### src/rtl/usb_cmd_pkg.sv
// Shared definitions for the USB RX command framer: FSM states, sync default,
// and the opcode values agreed with the command executor.
package usb_cmd_pkg;

    typedef enum logic [1:0] {
        ST_HUNT    = 2'd0,
        ST_LEN     = 2'd1,
        ST_PAYLOAD = 2'd2,
        ST_CSUM    = 2'd3
    } parser_state_t;

    localparam logic [7:0] SYNC_BYTE_DEFAULT = 8'hA5;

    localparam logic [7:0] OP_NOP       = 8'h00;
    localparam logic [7:0] OP_WRITE_MEM = 8'h01;
    localparam logic [7:0] OP_READ_MEM  = 8'h02;
    localparam logic [7:0] OP_RUN       = 8'h03;
    localparam logic [7:0] OP_PING      = 8'h07;

    // Frame checksum is a plain 16-bit modular sum.
    function automatic logic [15:0] csum_add(input logic [15:0] acc, input logic [15:0] word);
        return acc + word;
    endfunction

endpackage

### src/rtl/usb_cmd_parser_if.sv
// RX FIFO read port plus the payload valid/ready stream of the command parser.
interface usb_cmd_parser_if;
    logic [15:0] fifo_q;
    logic        fifo_empty;
    logic        fifo_rdreq;
    logic [15:0] out_data;
    logic        out_valid;
    logic        out_ready;
    logic        out_last;

    modport master (
        output fifo_q, fifo_empty, out_ready,
        input  fifo_rdreq, out_data, out_valid, out_last
    );

    modport slave (
        input  fifo_q, fifo_empty, out_ready,
        output fifo_rdreq, out_data, out_valid, out_last
    );
endinterface

### src/rtl/usb_word_fetch.sv
// Non-show-ahead FIFO reader: one read in flight, presents each fetched word to
// the framer and holds it if the framer cannot take it that cycle.
module usb_word_fetch (
    input  logic        clk,
    input  logic        reset_n,
    input  logic        fifo_empty,
    input  logic [15:0] fifo_q,
    output logic        fifo_rdreq,
    input  logic        stall,
    output logic        word_valid,
    output logic [15:0] word_data,
    input  logic        word_consume,
    output logic [23:0] word_count
);
    logic        rd_pending_reg;
    logic        word_held_reg;
    logic [15:0] word_reg;
    logic [23:0] word_count_reg;

    // Gated by reset_n so no word leaves the FIFO while the parser is held in reset.
    assign fifo_rdreq = reset_n & ~fifo_empty & ~rd_pending_reg & ~word_held_reg & ~stall;
    assign word_valid = rd_pending_reg | word_held_reg;
    assign word_data  = word_held_reg ? word_reg : fifo_q;
    assign word_count = word_count_reg;

    always_ff @(posedge clk or negedge reset_n) begin
        if (!reset_n) begin
            rd_pending_reg <= 1'b0;
            word_held_reg  <= 1'b0;
            word_reg       <= '0;
            word_count_reg <= '0;
        end else begin
            rd_pending_reg <= fifo_rdreq;
            if (rd_pending_reg && !word_consume) begin
                word_held_reg <= 1'b1;
                word_reg      <= fifo_q;
            end else if (word_consume) begin
                word_held_reg <= 1'b0;
            end
            if (fifo_rdreq) begin
                word_count_reg <= word_count_reg + 24'd1;
            end
        end
    end

endmodule

### src/rtl/usb_cmd_parser.sv
// Frames RX FIFO words into sync/opcode, length, payload and checksum, streams the
// payload out and reports frame status and debug counters.
module usb_cmd_parser
    import usb_cmd_pkg::*;
#(
    parameter int unsigned MAX_LEN        = 64,
    parameter int unsigned TIMEOUT_CYCLES = 1000000,
    parameter logic [7:0]  SYNC_BYTE      = SYNC_BYTE_DEFAULT
) (
    input  logic             clk,
    input  logic             reset_n,
    usb_cmd_parser_if.slave  bus,
    output logic             frame_done,
    output logic             frame_ok,
    output logic [7:0]       frame_opcode,
    output logic [15:0]      frame_len,
    output logic [23:0]      word_count,
    output logic [7:0]       err_count
);
    localparam int IDLE_W = $clog2(TIMEOUT_CYCLES + 1);

    parser_state_t     state_reg, state_next;
    logic [15:0]       acc_reg, acc_next;
    logic [15:0]       rem_reg, rem_next;
    logic [IDLE_W-1:0] idle_reg, idle_next;
    logic [15:0]       out_data_reg, out_data_next;
    logic              out_valid_reg, out_valid_next;
    logic              out_last_reg, out_last_next;
    logic              done_reg, done_next;
    logic              ok_reg, ok_next;
    logic [7:0]        opcode_reg, opcode_next;
    logic [15:0]       len_reg, len_next;
    logic [7:0]        err_reg, err_next;

    logic        word_valid;
    logic [15:0] word_data;
    logic        word_consume;
    logic        err_inc;
    logic        handshake;
    logic        idle_expired;

    usb_word_fetch u_fetch (
        .clk          (clk),
        .reset_n      (reset_n),
        .fifo_empty   (bus.fifo_empty),
        .fifo_q       (bus.fifo_q),
        .fifo_rdreq   (bus.fifo_rdreq),
        .stall        (out_valid_reg & ~bus.out_ready),
        .word_valid   (word_valid),
        .word_data    (word_data),
        .word_consume (word_consume),
        .word_count   (word_count)
    );

    assign handshake    = out_valid_reg & bus.out_ready;
    assign idle_expired = (32'(idle_reg) == TIMEOUT_CYCLES - 1);

    always_ff @(posedge clk or negedge reset_n) begin
        if (!reset_n) begin
            state_reg     <= ST_HUNT;
            acc_reg       <= '0;
            rem_reg       <= '0;
            idle_reg      <= '0;
            out_data_reg  <= '0;
            out_valid_reg <= 1'b0;
            out_last_reg  <= 1'b0;
            done_reg      <= 1'b0;
            ok_reg        <= 1'b0;
            opcode_reg    <= '0;
            len_reg       <= '0;
            err_reg       <= '0;
        end else begin
            state_reg     <= state_next;
            acc_reg       <= acc_next;
            rem_reg       <= rem_next;
            idle_reg      <= idle_next;
            out_data_reg  <= out_data_next;
            out_valid_reg <= out_valid_next;
            out_last_reg  <= out_last_next;
            done_reg      <= done_next;
            ok_reg        <= ok_next;
            opcode_reg    <= opcode_next;
            len_reg       <= len_next;
            err_reg       <= err_next;
        end
    end

    always_comb begin
        state_next     = state_reg;
        acc_next       = acc_reg;
        rem_next       = rem_reg;
        idle_next      = idle_reg;
        out_data_next  = out_data_reg;
        out_valid_next = out_valid_reg;
        out_last_next  = out_last_reg;
        done_next      = 1'b0;
        ok_next        = 1'b0;
        opcode_next    = opcode_reg;
        len_next       = len_reg;
        err_inc        = 1'b0;
        word_consume   = 1'b0;

        case (state_reg)
            ST_HUNT: begin
                idle_next = '0;
                if (word_valid) begin
                    word_consume = 1'b1;
                    if (word_data[15:8] == SYNC_BYTE) begin
                        opcode_next = word_data[7:0];
                        acc_next    = word_data;
                        state_next  = ST_LEN;
                    end else begin
                        err_inc = 1'b1;
                    end
                end
            end
            ST_LEN: begin
                if (word_valid) begin
                    word_consume = 1'b1;
                    if (word_data > 16'(MAX_LEN)) begin
                        err_inc    = 1'b1;
                        state_next = ST_HUNT;
                    end else begin
                        len_next   = word_data;
                        acc_next   = csum_add(acc_reg, word_data);
                        rem_next   = word_data;
                        state_next = (word_data == 16'd0) ? ST_CSUM : ST_PAYLOAD;
                    end
                end
            end
            ST_PAYLOAD: begin
                if (handshake) begin
                    out_valid_next = 1'b0;
                    out_last_next  = 1'b0;
                    if (out_last_reg) begin
                        state_next = ST_CSUM;
                    end
                end
                // A new word is only taken once the output slot is free.
                if (word_valid && !out_valid_reg) begin
                    word_consume   = 1'b1;
                    out_data_next  = word_data;
                    out_valid_next = 1'b1;
                    out_last_next  = (rem_reg == 16'd1);
                    acc_next       = csum_add(acc_reg, word_data);
                    rem_next       = rem_reg - 16'd1;
                end
            end
            ST_CSUM: begin
                if (word_valid) begin
                    word_consume = 1'b1;
                    done_next    = 1'b1;
                    ok_next      = (word_data == acc_reg);
                    err_inc      = (word_data != acc_reg);
                    state_next   = ST_HUNT;
                end
            end
            default: state_next = ST_HUNT;
        endcase

        // Inside a frame, any cycle without a fetched word counts as idle, including output stalls.
        if (state_reg != ST_HUNT) begin
            if (word_valid) begin
                idle_next = '0;
            end else if (idle_expired) begin
                idle_next      = '0;
                out_valid_next = 1'b0;
                out_last_next  = 1'b0;
                err_inc        = 1'b1;
                state_next     = ST_HUNT;
            end else begin
                idle_next = idle_reg + IDLE_W'(1);
            end
        end

        if (state_next == ST_HUNT) begin
            acc_next = '0;
        end

        err_next = (err_inc && err_reg != 8'hFF) ? err_reg + 8'd1 : err_reg;
    end

    assign bus.out_data  = out_data_reg;
    assign bus.out_valid = out_valid_reg;
    assign bus.out_last  = out_last_reg;
    assign frame_done    = done_reg;
    assign frame_ok      = ok_reg;
    assign frame_opcode  = opcode_reg;
    assign frame_len     = len_reg;
    assign err_count     = err_reg;

endmodule

### src/flat_wrapper.sv
// flat-port wrapper written by rule: the top's interface ports become plain ports
module usb_cmd_parser_flat import usb_cmd_pkg::*;
#(
    parameter int unsigned MAX_LEN        = 64,
    parameter int unsigned TIMEOUT_CYCLES = 1000000,
    parameter logic [7:0]  SYNC_BYTE      = SYNC_BYTE_DEFAULT
)
  (clk, reset_n, frame_done, frame_ok, frame_opcode, frame_len, word_count, err_count, bus_fifo_q, bus_fifo_empty, bus_out_ready, bus_fifo_rdreq, bus_out_data, bus_out_valid, bus_out_last);
  usb_cmd_parser_if bus_i ();
  input  logic clk;
  input  logic reset_n;
  output logic frame_done;
  output logic frame_ok;
  output logic [7:0] frame_opcode;
  output logic [15:0] frame_len;
  output logic [23:0] word_count;
  output logic [7:0] err_count;
  input wire logic [$bits(bus_i.fifo_q)-1:0] bus_fifo_q;
  input wire logic [$bits(bus_i.fifo_empty)-1:0] bus_fifo_empty;
  input wire logic [$bits(bus_i.out_ready)-1:0] bus_out_ready;
  output wire logic [$bits(bus_i.fifo_rdreq)-1:0] bus_fifo_rdreq;
  output wire logic [$bits(bus_i.out_data)-1:0] bus_out_data;
  output wire logic [$bits(bus_i.out_valid)-1:0] bus_out_valid;
  output wire logic [$bits(bus_i.out_last)-1:0] bus_out_last;
  assign bus_i.fifo_q = bus_fifo_q;
  assign bus_i.fifo_empty = bus_fifo_empty;
  assign bus_i.out_ready = bus_out_ready;
  assign bus_fifo_rdreq = bus_i.fifo_rdreq;
  assign bus_out_data = bus_i.out_data;
  assign bus_out_valid = bus_i.out_valid;
  assign bus_out_last = bus_i.out_last;
  usb_cmd_parser #(.MAX_LEN(MAX_LEN), .TIMEOUT_CYCLES(TIMEOUT_CYCLES), .SYNC_BYTE(SYNC_BYTE)) u_core (.clk(clk), .reset_n(reset_n), .bus(bus_i), .frame_done(frame_done), .frame_ok(frame_ok), .frame_opcode(frame_opcode), .frame_len(frame_len), .word_count(word_count), .err_count(err_count));
endmodule
### config.mk
export PLATFORM = sky130hd
export DESIGN_NAME = usb_cmd_parser_flat
export DESIGN_NICKNAME = d
export VERILOG_FILES = /design/src/rtl/usb_cmd_pkg.sv /design/src/rtl/usb_cmd_parser_if.sv /design/src/rtl/usb_word_fetch.sv /design/src/rtl/usb_cmd_parser.sv /design/src/flat_wrapper.sv
export SDC_FILE = /design/constraint.sdc
export NUM_CORES = 1
export LEC_CHECK = 0
export CAP_MARGIN = 20
export CORE_MARGIN = 1.5
export CORE_UTILIZATION = 45
export CTS_CLUSTER_SIZE = 28
export DETAILED_ROUTE_END_ITERATION = 12
export PLACE_DENSITY = 0.68
export SYNTH_ARGS = -nofsm -noshare
export SYNTH_HDL_FRONTEND = slang
export SYNTH_SLANG_ARGS = --single-unit
### constraint.sdc
create_clock -name clk -period 4.45 [get_ports clk]
set_input_delay 0.6675 -clock clk [delete_from_list [all_inputs] [get_ports clk]]
set_output_delay 0.6675 -clock clk [all_outputs]
set_load 0.01 [all_outputs]
[Word level (Yosys, flattened, before mapping)]
Index checks and enable logic that the tools add are counted.
Storage, ports and cells
  register bits: 148
  input port bits: 20
  output and inout bits: 77
  logic and storage cells: 128
Operators by class
  add/subtract/negate cells: 5
  $lt $le $gt $ge: 1
  eq/ne operators: 17
  muxes and demuxes: 57
  bitwise operators: 13
  reduce and logical (&&, ||, !) cells: 19
Operators by type and width (count)
  16-bit two-way mux: 10
  20-bit two-way mux: 4
  16-bit one-hot mux with 3 select lines: 1
  16-bit one-hot mux with 2 select lines: 1
  1-bit two-way mux: 28
  24-bit by 1-bit adder with 24-bit output, second input constant: 1
  20-bit by 1-bit adder with 20-bit output, second input constant: 1
  20-bit equality test, second input constant: 1
  2-bit two-way mux: 10
  16-bit adder: 1
  16-bit by 1-bit equality test with 1-bit output, second input constant: 1
  16-bit equality test: 1
  16-bit by 7-bit greater-than comparator with 1-bit output, second input constant: 1
  16-bit zero test: 1
  16-bit != test: 1
  16-bit by 1-bit subtractor with 16-bit output, second input constant: 1
  3-bit by 1-bit != test with 1-bit output, second input constant: 4
  8-bit by 1-bit adder with 8-bit output, second input constant: 1
  8-bit equality test, second input constant: 1
  8-bit != test, second input constant: 1
  2-bit one-hot mux with 4 select lines: 1
  2-bit nonzero test: 4
  1-bit AND: 6
  1-bit NOT: 6
  17 further kinds: 24

[Logic depth before layout (Yosys ltp)]
Gate-level depths: netlist of run 1.
  word-level depth: 12
  depth in mapped cells: 15
  depth with buffers taken out: 12

[Cells and area by module]
Synthesis of run 1 repeated with hierarchy kept, for this count alone.
Second synthesis, totals
  cell total of the unflattened synthesis: 738
  area total of the unflattened synthesis: 7827.5 µm²
By module, submodules not included
  usb_cmd_parser: times used 1, cells each 576, area an instance 5798.1 µm², sequential area each 2652.5 µm²
  usb_word_fetch: times used 1, cells each 162, area an instance 2029.4 µm², sequential area each 1051.0 µm²

[Worst setup path after synthesis of run 1]
OpenSTA, ideal clock, no wires.
  path kind: reg2reg
  start point: register u_core.u_fetch.word_held_reg
  end point: register u_core.acc_reg[14]
  setup time: 132 ps
  arrival time: 3355 ps
  data required time: 4318 ps
  setup slack: 963 ps
  cell stages (with the launch flop): 16
  path buffers: 3
  clock period less this slack: 3487 ps
  cell sequence: dfrtp_1 > buf_2 > buf_2 > buf_1 > mux2i_1 > inv_1 > ha_1 > inv_1 > fa_1 > nor2b_1 > o31ai_1 > a211oi_1 > o31a_1 > a31oi_1 > xor2_1 > o41ai_2
On the way
  cells in the longest elaborated chain, start to end: 12
  elaborated cells on any way between the ends: 32
  classes of those cells: add/sub (1); order compare (1); eq/ne (6); mux (18); bitwise (1); reduce/logical (5)
RTL lines
  start: declaration: RTL line usb_word_fetch.sv:16  | logic word_held_reg;
  start signal: assignment: RTL line usb_word_fetch.sv:29  | word_held_reg <= 1'b0;
  start signal: assignment: RTL line usb_word_fetch.sv:35  | word_held_reg <= 1'b1;
  start signal: assignment: RTL line usb_word_fetch.sv:38  | word_held_reg <= 1'b0;
  16-bit two-way mux *: RTL line usb_word_fetch.sv:23  | assign word_data = word_held_reg ? word_reg : fifo_q;
  via u_core.u_fetch.word_data[0]: RTL line usb_word_fetch.sv:11  | output logic [15:0] word_data,
  branches (longest 11 deep; another with 16-bit by 7-bit greater-than comparator with 1-bit output)
  end signal: assignment: RTL line usb_cmd_parser.sv:74  | acc_reg <= acc_next;
  end: declaration: RTL line usb_cmd_parser.sv:23  | logic [15:0] acc_reg, acc_next;
Mark *: on every way through the listed nets, which the timed path passes. The select of a mux whose other input is x is not followed.
A chain may end at the register's enable or synchronous reset.

[Worst setup path in the final report of run 1]
  start point: register u_core.u_fetch.word_held_reg
  end point: register u_core.err_reg[1] (netlist: u_core.err_count[1])
On the way
  cells in the longest elaborated chain, start to end: 9
  elaborated cells on any way between the ends: 15
  classes of those cells: order compare (1); eq/ne (2); mux (10); bitwise (1); reduce/logical (1)
RTL lines
  16-bit two-way mux *: RTL line usb_word_fetch.sv:23
  via u_core.u_fetch.word_data[13]: RTL line usb_word_fetch.sv:11
  16-bit by 7-bit greater-than comparator with 1-bit output / 8-bit equality test (equally long branches): RTL line usb_cmd_parser.sv:120, usb_cmd_parser.sv:108
  1-bit two-way mux (on tied branches): RTL line usb_cmd_parser.sv:120, usb_cmd_parser.sv:108
  1-bit two-way mux (on tied branches): RTL line usb_cmd_parser.sv:118, usb_cmd_parser.sv:106
  1-bit one-hot mux with 3 select lines *: RTL line usb_cmd_parser.sv:103  | case (state_reg)
  1-bit two-way mux: RTL line usb_cmd_parser.sv:165  | end else if (idle_expired) begin
  1-bit two-way mux: RTL line usb_cmd_parser.sv:163  | if (word_valid) begin
  1-bit two-way mux *: RTL line usb_cmd_parser.sv:162  | if (state_reg != ST_HUNT) begin
  1-bit logical AND *: RTL line usb_cmd_parser.sv:180  | err_next = (err_inc && err_reg != 8'hFF) ? err_reg + 8'd1 : err_reg;
  end signal: assignment: RTL line usb_cmd_parser.sv:84  | err_reg <= err_next;
  end: declaration: RTL line usb_cmd_parser.sv:33  | logic [7:0] err_reg, err_next;
The timed path passes the listed nets; every way through them passes the cells marked *.

==> flow_metrics.env, run 1 <==
export IMPL_first_pass_iters=5
export IMPL_clk_pin_slew_worst_paths_ns=0.06
export IMPL_die_height_um=134
export IMPL_endpoint="u_core.err_count[1]"
export IMPL_drt_iter0_markers=489
export IMPL_hold_class="in -> async"
export IMPL_r2r_start="u_core.u_fetch.word_held_reg"
export IMPL_cap_violations=0
export IMPL_ys_top_cells_by_area="dfrtp_1 48%, mux2_2 4.1%, ha_1 4.0%, o21ai_0 3.4%, xnor2_1 3.4%"
export IMPL_multiInputGateArea_um2=3820
export IMPL_min_period_ns=3.74
export IMPL_drc=0
export IMPL_n_antenna_cell=0
export IMPL_antenna_found_initial=0
export IMPL_grt_pass1_wl_um=31200
export IMPL_place_inst=1074
export IMPL_io_buffer_count=96
export IMPL_synth_seq_area_share_pct=47.7
export IMPL_htreeDepth=4
export IMPL_drtAntennaViolNets=0
export IMPL_gp_congestion=0.871
export IMPL_cts_resized=0
export IMPL_postCtsSetupBuffers=0
export IMPL_fp_dieArea_um2=18100
export IMPL_yosys_area_top_type="dfrtp_1"
export IMPL_die_x_um=134
export IMPL_wl_um=19200
export IMPL_largest_register_ff_count=24
export IMPL_critical_path_top_delay_family="multiplexers"
export IMPL_fin_nets=919
export IMPL_netlist_area_um2=7770
export IMPL_fillers=1505
export IMPL_drive_above_1_share_pct=11.2
export IMPL_synth_edf_count=0
export IMPL_grt_ovfl_total=0
export IMPL_yosysWarnings=0
export IMPL_clkLatencyLatePin_ns=0.42
export IMPL_setup_tns_ns=0
export IMPL_io_pin_count=97
export IMPL_numCtsBuffers=17
export IMPL_p_leak_nw=4.10
export IMPL_crit_chain="buf_4, mux2i_1, inv_1, ha_1, nor3_1, nand4_1, o21ai_0, a311o_2, a21oi_1, mux2_2"
export IMPL_synth_cell_types=70
export IMPL_num_vias=6229
export IMPL_synthCells=777
export IMPL_synth_fp_nets=823
export IMPL_fin_ws_ns=0.713
export IMPL_synth_top_area_share_pct=47.7
export IMPL_postLayoutCoreUtil_pct=57.1
export IMPL_hold_buffers=0
export IMPL_grt_use_total_pct=22.2
export IMPL_hold_slack_ns=0.0491
export IMPL_setup_violations_final=0
export IMPL_synth_ff_type="dfrtp_1"
export IMPL_slowest_stage="dfrtp_1"
export IMPL_fmax_mhz=268
export IMPL_place_ws_ns=0.576
export IMPL_placed_area_um2=8960
export IMPL_cp_depth=10
export IMPL_skew_ns=0.00415
export IMPL_core_area_um2=16700
export IMPL_crit_type="reg -> reg"
export IMPL_clock_root_buffer="clkbuf_16"
export IMPL_fin_cells=1105
export IMPL_clockBufferDepth=2
export IMPL_async_flop_share_pct=100
export IMPL_tightestPinTransition_ns=0.954
export IMPL_drv_slew=0
export IMPL_wire_per_inst_um=17.4
export IMPL_p_per_area_nw_per_um2=596
export IMPL_syn_to_final_growth_pct=22.9
export IMPL_synth_area_per_cell_um2=10.0
export IMPL_first_global_vias=5821
export IMPL_cts_sinks=148
export IMPL_design_area_um2=9540
export IMPL_power_total_mw=5.69
export IMPL_seq_area_um2=3700
export IMPL_rows=47
export IMPL_outcome="complete, no violations"
export IMPL_critPathBufInv=2
export IMPL_setup_worst_path_end_class="register"
export IMPL_finalCritPeriodShare_pct=84.0
export IMPL_hold_viol=0
export IMPL_worstSetupStartpoint="u_core.u_fetch.word_held_reg"
export IMPL_reg2regPathDepth=10
export IMPL_slew_headroom_pct=36.4
export IMPL_synth_common_cells="148 x dfrtp_1, 66 x nor2_1, 65 x nand2_1"
export IMPL_rsz0062_at_grt="no"
export IMPL_reg2reg_to="u_core.err_count[1]"
export IMPL_via_per_inst=5.64
export IMPL_dp_hpwl_um=13700
export IMPL_worstPathRequired_ns=4.76
export IMPL_cts_tree="done"
export IMPL_reg2reg_slack_ns=0.71
export IMPL_critPathLaunchType="register"
export IMPL_ys_ff_latch=148
export IMPL_peakVddDrop_uv=380
export IMPL_cp_arrival_ns=4.04
export IMPL_grt_max_degree=70
export IMPL_yosysMostFrequentCell="dfrtp_1"
export IMPL_max_stage_delay_ns=0.77
export IMPL_initial_core_util_pct=46.5
export IMPL_crit_fanout=16
==> routing by layer <==
metal	routed length, um	up-vias	track usage, %	part of all wire (%)
li1	-	2977	-	-
met1	9270	3019	32.2	48
met2	8580	205	33.2	45
met3	1070	28	4.20	5.6
met4	334	0	7.65	1.7
met5	0	-	0	0
==> cell type report <==
cell class,count,share of cell area (%)
flip-flops and latches,148,38.8
repair buffers,110,11.2
clock inverters,13,1.64
well taps,220,2.88
multi-input cells,573,40.1
inverters,23,0.905
clock buffers,18,4.50
==> power breakdown <==
group | total [mW] | switching [mW] | internal [mW]
Clock | 1.44 | 0.564 | 0.877
Sequential | 2.03 | 0.335 | 1.70
Combinational | 2.21 | 1.28 | 0.936
Total | 5.69 | 2.18 | 3.51
==> kinds of logic after synthesis <==
family	share of synthesized area [%]
multiplexers	5.65
flip-flops	47.7
AO/OA/AOI/OAI	14.0
adder cells (fa/ha/maj)	4.29
buffers and inverters	3.08
AND/OR/NAND/NOR	19.0
XOR/XNOR	6.32
==> worst min-delay path by stage <==
| stage | startpoint | endpoint | slack [ns] |
|---|---|---|---|
| 2_1_floorplan | reset_n | u_core.acc_reg[0] | 0.37 |
| 3_3_place_gp | u_core.frame_len[1] | u_core.frame_len[1] | 0.46 |
| 3_5_place_dp | u_core.u_fetch.word_count[23] | u_core.u_fetch.word_count[23] | 0.47 |
| 4_1_cts | reset_n | u_core.u_fetch.word_count[21] | 0.04 |
| 5_1_grt | reset_n | u_core.u_fetch.word_count[21] | 0.04 |
| 6_report | reset_n | u_core.u_fetch.word_count[20] | 0.05 |
==> worst register-to-register path, cell delays in order (launching register included) <==
cell	delay, ns
dfrtp_1	0.77
buf_4	0.33
mux2i_1	0.53
inv_1	0.17
ha_1	0.42
nor3_1	0.09
nand4_1	0.13
o21ai_0	0.11
a311o_2	0.46
a21oi_1	0.25
mux2_2	0.36
==> cell usage in the layout (no fill, tap or decap), drive strengths merged, types with 14 or more instances in the layout <==
master	instances
xnor2	30
clkbuf	18
and3	21
nand3	43
mux2	28
a211oi	17
nor3	15
a21oi	31
dfrtp	148
inv	26
o21ai	55
ha	25
nand2	65
buf	15
xor2	26
nor4	14
and2	14
nor2	68
clkdlybuf4s50	95
(Power assumes the default switching activity.)
==> inputs of run 2 (changes only) <==
Settings changed: PLACE_DENSITY 0.68 to 0.7.
Clock period 4.45 ns to 3 ns, I/O delays scaled along.
==> run 2 against run 1 <==
Effect of this change:
- worst hold slack better by 0.22 ns
- wire length up 6.2%
- cell count up 7.3%
- critical path depth down 5
- register-to-register slack worse by 0.63 ns
- utilization up 5.1 points
- clock power up 44%
- die area unchanged
- sequential power up 49%
- sequential cell count unchanged
- largest cell class unchanged
- largest power group unchanged
==> flow_metrics.env, run 2 (same netlist as run 1, synthesis figures left out) <==
export IMPL_reg2regPathDepth=10
export IMPL_via_per_inst=5.56
export IMPL_drive_above_1_share_pct=21.7
export IMPL_grt_ovfl_total=0
export IMPL_antenna_found_initial=0
export IMPL_cp_depth=5
export IMPL_r2r_start="u_core.u_fetch.word_held_reg"
export IMPL_largest_register_ff_count=24
export IMPL_skew_ns=0.00765
export IMPL_min_period_ns=2.94
export IMPL_power_total_mw=8.82
export IMPL_drt_iter0_markers=370
export IMPL_initial_core_util_pct=46.5
export IMPL_slew_headroom_pct=38.1
export IMPL_numCtsBuffers=17
export IMPL_wl_um=20400
export IMPL_reg2reg_slack_ns=0.08
export IMPL_multiInputGateArea_um2=4040
export IMPL_finalCritPeriodShare_pct=97.9
export IMPL_outcome="complete, no violations"
export IMPL_cp_arrival_ns=2.49
export IMPL_crit_fanout=15
export IMPL_place_ws_ns=-0.220
export IMPL_die_x_um=134
export IMPL_wire_per_inst_um=17.2
export IMPL_first_pass_iters=4
export IMPL_io_pin_count=97
export IMPL_first_global_vias=6371
export IMPL_worstSetupStartpoint="u_core.u_fetch.word_held_reg"
export IMPL_fmax_mhz=341
export IMPL_setup_worst_path_end_class="output pin"
export IMPL_final_cell_mix="148 x dfrtp_1, 95 x clkdlybuf4s50_1, 90 x buf_4, 66 x nor2_1, 65 x nand2_1"
export IMPL_hold_buffers=0
export IMPL_fin_ws_ns=0.0632
export IMPL_core_area_um2=16700
export IMPL_dp_hpwl_um=14700
export IMPL_grt_use_total_pct=23.2
export IMPL_final_common_cell="dfrtp_1"
export IMPL_die_height_um=134
export IMPL_setup_violations_final=0
export IMPL_io_buffer_count=96
export IMPL_syn_to_final_growth_pct=33.9
export IMPL_rows=47
export IMPL_tightestPinTransition_ns=0.929
export IMPL_p_leak_nw=4.52
export IMPL_hold_viol=0
export IMPL_clock_root_buffer="clkbuf_16"
export IMPL_fin_nets=999
export IMPL_worstPathRequired_ns=2.55
export IMPL_critical_path_top_delay_family="buffers and inverters"
export IMPL_crit_type="reg -> out"
export IMPL_crit_chain="buf_12, buf_4, or4b_1, nor2_4, clkdlybuf4s50_1"
export IMPL_n_antenna_cell=0
export IMPL_fp_dieArea_um2=18100
export IMPL_max_stage_delay_ns=0.61
export IMPL_slowest_stage="or4b_1"
export IMPL_hold_class="in -> async"
export IMPL_grt_max_degree=78
export IMPL_peakVddDrop_uv=473
export IMPL_drv_slew=0
export IMPL_critPathLaunchType="register"
export IMPL_clk_pin_slew_worst_paths_ns=0.06
export IMPL_grt_pass1_wl_um=32700
export IMPL_drc=0
export IMPL_fillers=1385
export IMPL_num_vias=6594
export IMPL_cts_tree="done"
export IMPL_cap_violations=0
export IMPL_clockBufferDepth=2
export IMPL_seq_area_um2=3700
export IMPL_critPathBufInv=3
export IMPL_gp_congestion=0.912
export IMPL_htreeDepth=4
export IMPL_cts_sinks=148
export IMPL_p_per_area_nw_per_um2=849
export IMPL_clkLatencyLatePin_ns=0.42
export IMPL_drtAntennaViolNets=0
[run 2: per-layer routing]
metal | GRT usage (%) | share of wire (%)
met1 | 32.2 | 46
met2 | 36.3 | 47
met3 | 4.38 | 4.5
met4 | 8.36 | 2.3
met5 | 0 | 0
[run 2: report_power, final]
group          total, mW  internal [mW]  switching [mW]
Clock               2.08           1.25           0.834
Sequential          3.03           2.52           0.510
Combinational       3.71           1.72            1.99
Total               8.82           5.48            3.34
[run 2: layout make-up]
class	count	area share [%]
inverters	23	0.830
flip-flops and latches	148	35.6
clock inverters	11	1.24
multi-input cells	573	38.8
repair buffers	190	16.5
well taps	220	2.65
clock buffers	21	4.33
[run 2: timing repair]
item	4_1_cts	5_1_grt
pin swaps	1	8
setup buffers	1	5
setup endpoints to repair	1	15
resized for setup	1	40
[run 2: final timing paths]
path | endpoint
min | u_core.u_fetch.word_count[23]
max in group asynchronous | u_core.rem_reg[11]
max reg2reg | u_core.acc_reg[11]
min reg2reg | u_core.u_fetch.word_count[23]
max | bus_fifo_rdreq
min in group clk | u_core.u_fetch.word_count[23]
[run 2: metrics by stage]
stage	instance area [um2]	hold WS, ns	setup TNS [ns]	instances	utilization, %
floorplan	7800	0.154	0	777	-
global placement	9540	0.461	-1.50	1147	57.1
detailed placement	9540	0.465	-2.61	1147	57.1
CTS	10100	0.298	0	1180	60.7
global route	10400	0.329	-0.231	1186	62.2
finish	10400	0.265	0	1186	62.2
==> inputs of run 3 (changes only) <==
Settings changed: CORE_UTILIZATION 45 to 51, PLACE_DENSITY 0.7 to 0.78, SLEW_MARGIN from default to 25.
==> run 3 against run 2 <==
Effect of this change:
- global-route usage rose by 2.9 points
- utilization rose by 7.4 points
- setup slack improved by 0.038 ns
- fmax rose by 1.3%
- final area fell by 1.5%
- via count rose by 0.17%
- total power fell by 0.47%
- cell count fell by 3.5%
- sequential cell count did not move
- critical endpoint unchanged
- largest cell class unchanged
==> flow_metrics.env, run 3 (same netlist as run 1, synthesis figures left out) <==
export IMPL_die_height_um=126
export IMPL_hold_viol=0
export IMPL_die_x_um=126
export IMPL_grt_ovfl_total=0
export IMPL_crit_fanout=21
export IMPL_hold_class="in -> async"
export IMPL_worstPathRequired_ns=2.55
export IMPL_placed_area_um2=9500
export IMPL_wl_um=20300
export IMPL_power_total_mw=8.78
export IMPL_reg2regPathDepth=12
export IMPL_critical_path_top_delay_family="buffers and inverters"
export IMPL_peakVddDrop_uv=598
export IMPL_antenna_found_initial=0
export IMPL_grt_max_degree=69
export IMPL_fp_dieArea_um2=16000
export IMPL_outcome="complete, no violations"
export IMPL_setup_worst_path_end_class="output pin"
export IMPL_io_buffer_count=96
export IMPL_rows=44
export IMPL_cp_depth=5
export IMPL_multiInputGateArea_um2=3950
export IMPL_crit_chain="dlygate4sd3_1, buf_12, or4b_1, nor2_4, clkdlybuf4s50_1"
export IMPL_grt_pass1_wl_um=32700
export IMPL_critPathLaunchType="primary input"
export IMPL_cts_tree="done"
export IMPL_p_leak_nw=4.48
export IMPL_cap_violations=0
export IMPL_cts_sinks=148
export IMPL_clkLatencyLatePin_ns=0.43
export IMPL_slowest_stage="dlygate4sd3_1"
export IMPL_gp_congestion=0.943
export IMPL_slew_headroom_pct=44.2
export IMPL_design_area_um2=10200
export IMPL_fmax_mhz=345
export IMPL_setup_violations_final=0
export IMPL_grt_use_total_pct=26.0
export IMPL_first_pass_iters=5
export IMPL_drt_iter0_markers=559
export IMPL_clock_root_buffer="clkbuf_16"
export IMPL_initial_core_util_pct=52.8
export IMPL_syn_to_final_growth_pct=31.9
export IMPL_seq_area_um2=3700
export IMPL_num_vias=6605
export IMPL_p_per_area_nw_per_um2=857
export IMPL_wire_per_inst_um=17.7
export IMPL_htreeDepth=4
export IMPL_crit_type="in -> out"
export IMPL_clockBufferDepth=2
export IMPL_drc=0
export IMPL_tightestPinTransition_ns=0.835
export IMPL_core_area_um2=14700
export IMPL_drv_slew=0
export IMPL_largest_register_ff_count=24
export IMPL_numCtsBuffers=17
export IMPL_min_period_ns=2.90
export IMPL_n_antenna_cell=0
export IMPL_clk_pin_slew_worst_paths_ns=0.06
export IMPL_final_common_cell="dfrtp_1"
export IMPL_fillers=1071
export IMPL_via_per_inst=5.77
export IMPL_fin_nets=994
export IMPL_drive_above_1_share_pct=20.2
export IMPL_drtAntennaViolNets=0
export IMPL_max_stage_delay_ns=0.58
export IMPL_critPathBufInv=3
export IMPL_cp_arrival_ns=2.45
export IMPL_skew_ns=0.00660
export IMPL_io_pin_count=97
export IMPL_finalCritPeriodShare_pct=96.6
export IMPL_final_cell_mix="147 x dfrtp_1, 95 x clkdlybuf4s50_1, 85 x buf_4, 66 x nor2_1, 65 x nand2_1"
export IMPL_first_global_vias=6405
export IMPL_dp_hpwl_um=14300
[run 3: changes by cell type in the layout (fill, tap and decap cells not counted), sizes merged]
cell	delta
buf	-6
clkinvlp	+2
dlygate4sd3	+1
clkinv	-3
inv	+2
clkbuf	-1
[run 3: per-layer routing]
layer	wire, um	vias up	GRT usage (%)
met5	0	-	0
met3	1120	43	4.34
met2	9490	235	41.1
li1	-	3139	-
met1	9100	3188	35.9
met4	588	0	10.8
[run 3: layout make-up]
class / instances / area share, %
Tap cell: 184 / 2.25
Clock buffer: 20 / 4.46
Clock inverter: 12 / 1.42
Inverter: 23 / 0.843
Multi-Input combinational cell: 573 / 38.5
Timing Repair Buffer: 185 / 16.3
Sequential cell: 148 / 36.2
[run 3: repair_timing]
item | CTS | global route
pin swaps | 0 | 6
endpoints found under the hold margin | 19 | 0
setup buffers | 0 | 1
resized for setup | 2 | 26
hold buffers | 1 | 0
endpoints found under the setup margin | 7 | 14
[run 3: path summary, 6_finish.rpt]
kind | to | from | slack (ns)
worst min-delay path | u_core.u_fetch.word_count[20] | reset_n | 0.44
worst max-delay path | bus_fifo_rdreq | reset_n | 0.10
worst min register to register | u_core.bus.out_data[6] | u_core.bus.out_data[6] | 0.48
max in group asynchronous | u_core.bus.out_data[11] | reset_n | 0.79
worst max register to register | u_core.err_count[3] | u_core.u_fetch.word_held_reg | 0.13
min in group clk | u_core.bus.out_data[6] | u_core.bus.out_data[6] | 0.48
[run 3: metrics by stage]
stage	util, %	setup slack, ns	std cells	TNS, ns	hold slack, ns
floorplan	-	0.0304	777	0	0.154
global placement	64.6	-0.212	1111	-2.51	0.301
detailed placement	64.6	-0.280	1111	-3.57	0.303
CTS	68.8	0.0264	1144	0	0.422
global route	69.7	-0.0481	1145	-0.163	0.450
finish	69.7	0.101	1145	0	0.438
[run 3: power breakdown]
part           switching, mW  internal (mW)  total [mW]
clock                  0.865           1.28        2.15
sequential             0.505           2.52        3.02
combinational           1.95           1.66        3.61
[run 3: worst reg2reg max path, stage by stage (launching register included)]
cell and delay, ns:
dfrtp_2 0.40, buf_6 0.17, mux2i_2 0.24, inv_1 0.11, ha_1 0.33, buf_4 0.16, nor4_2 0.32, nand4_1 0.19
o21ai_1 0.19, a311o_2 0.22, buf_4 0.15, a211oi_1 0.10, xor2_1 0.16
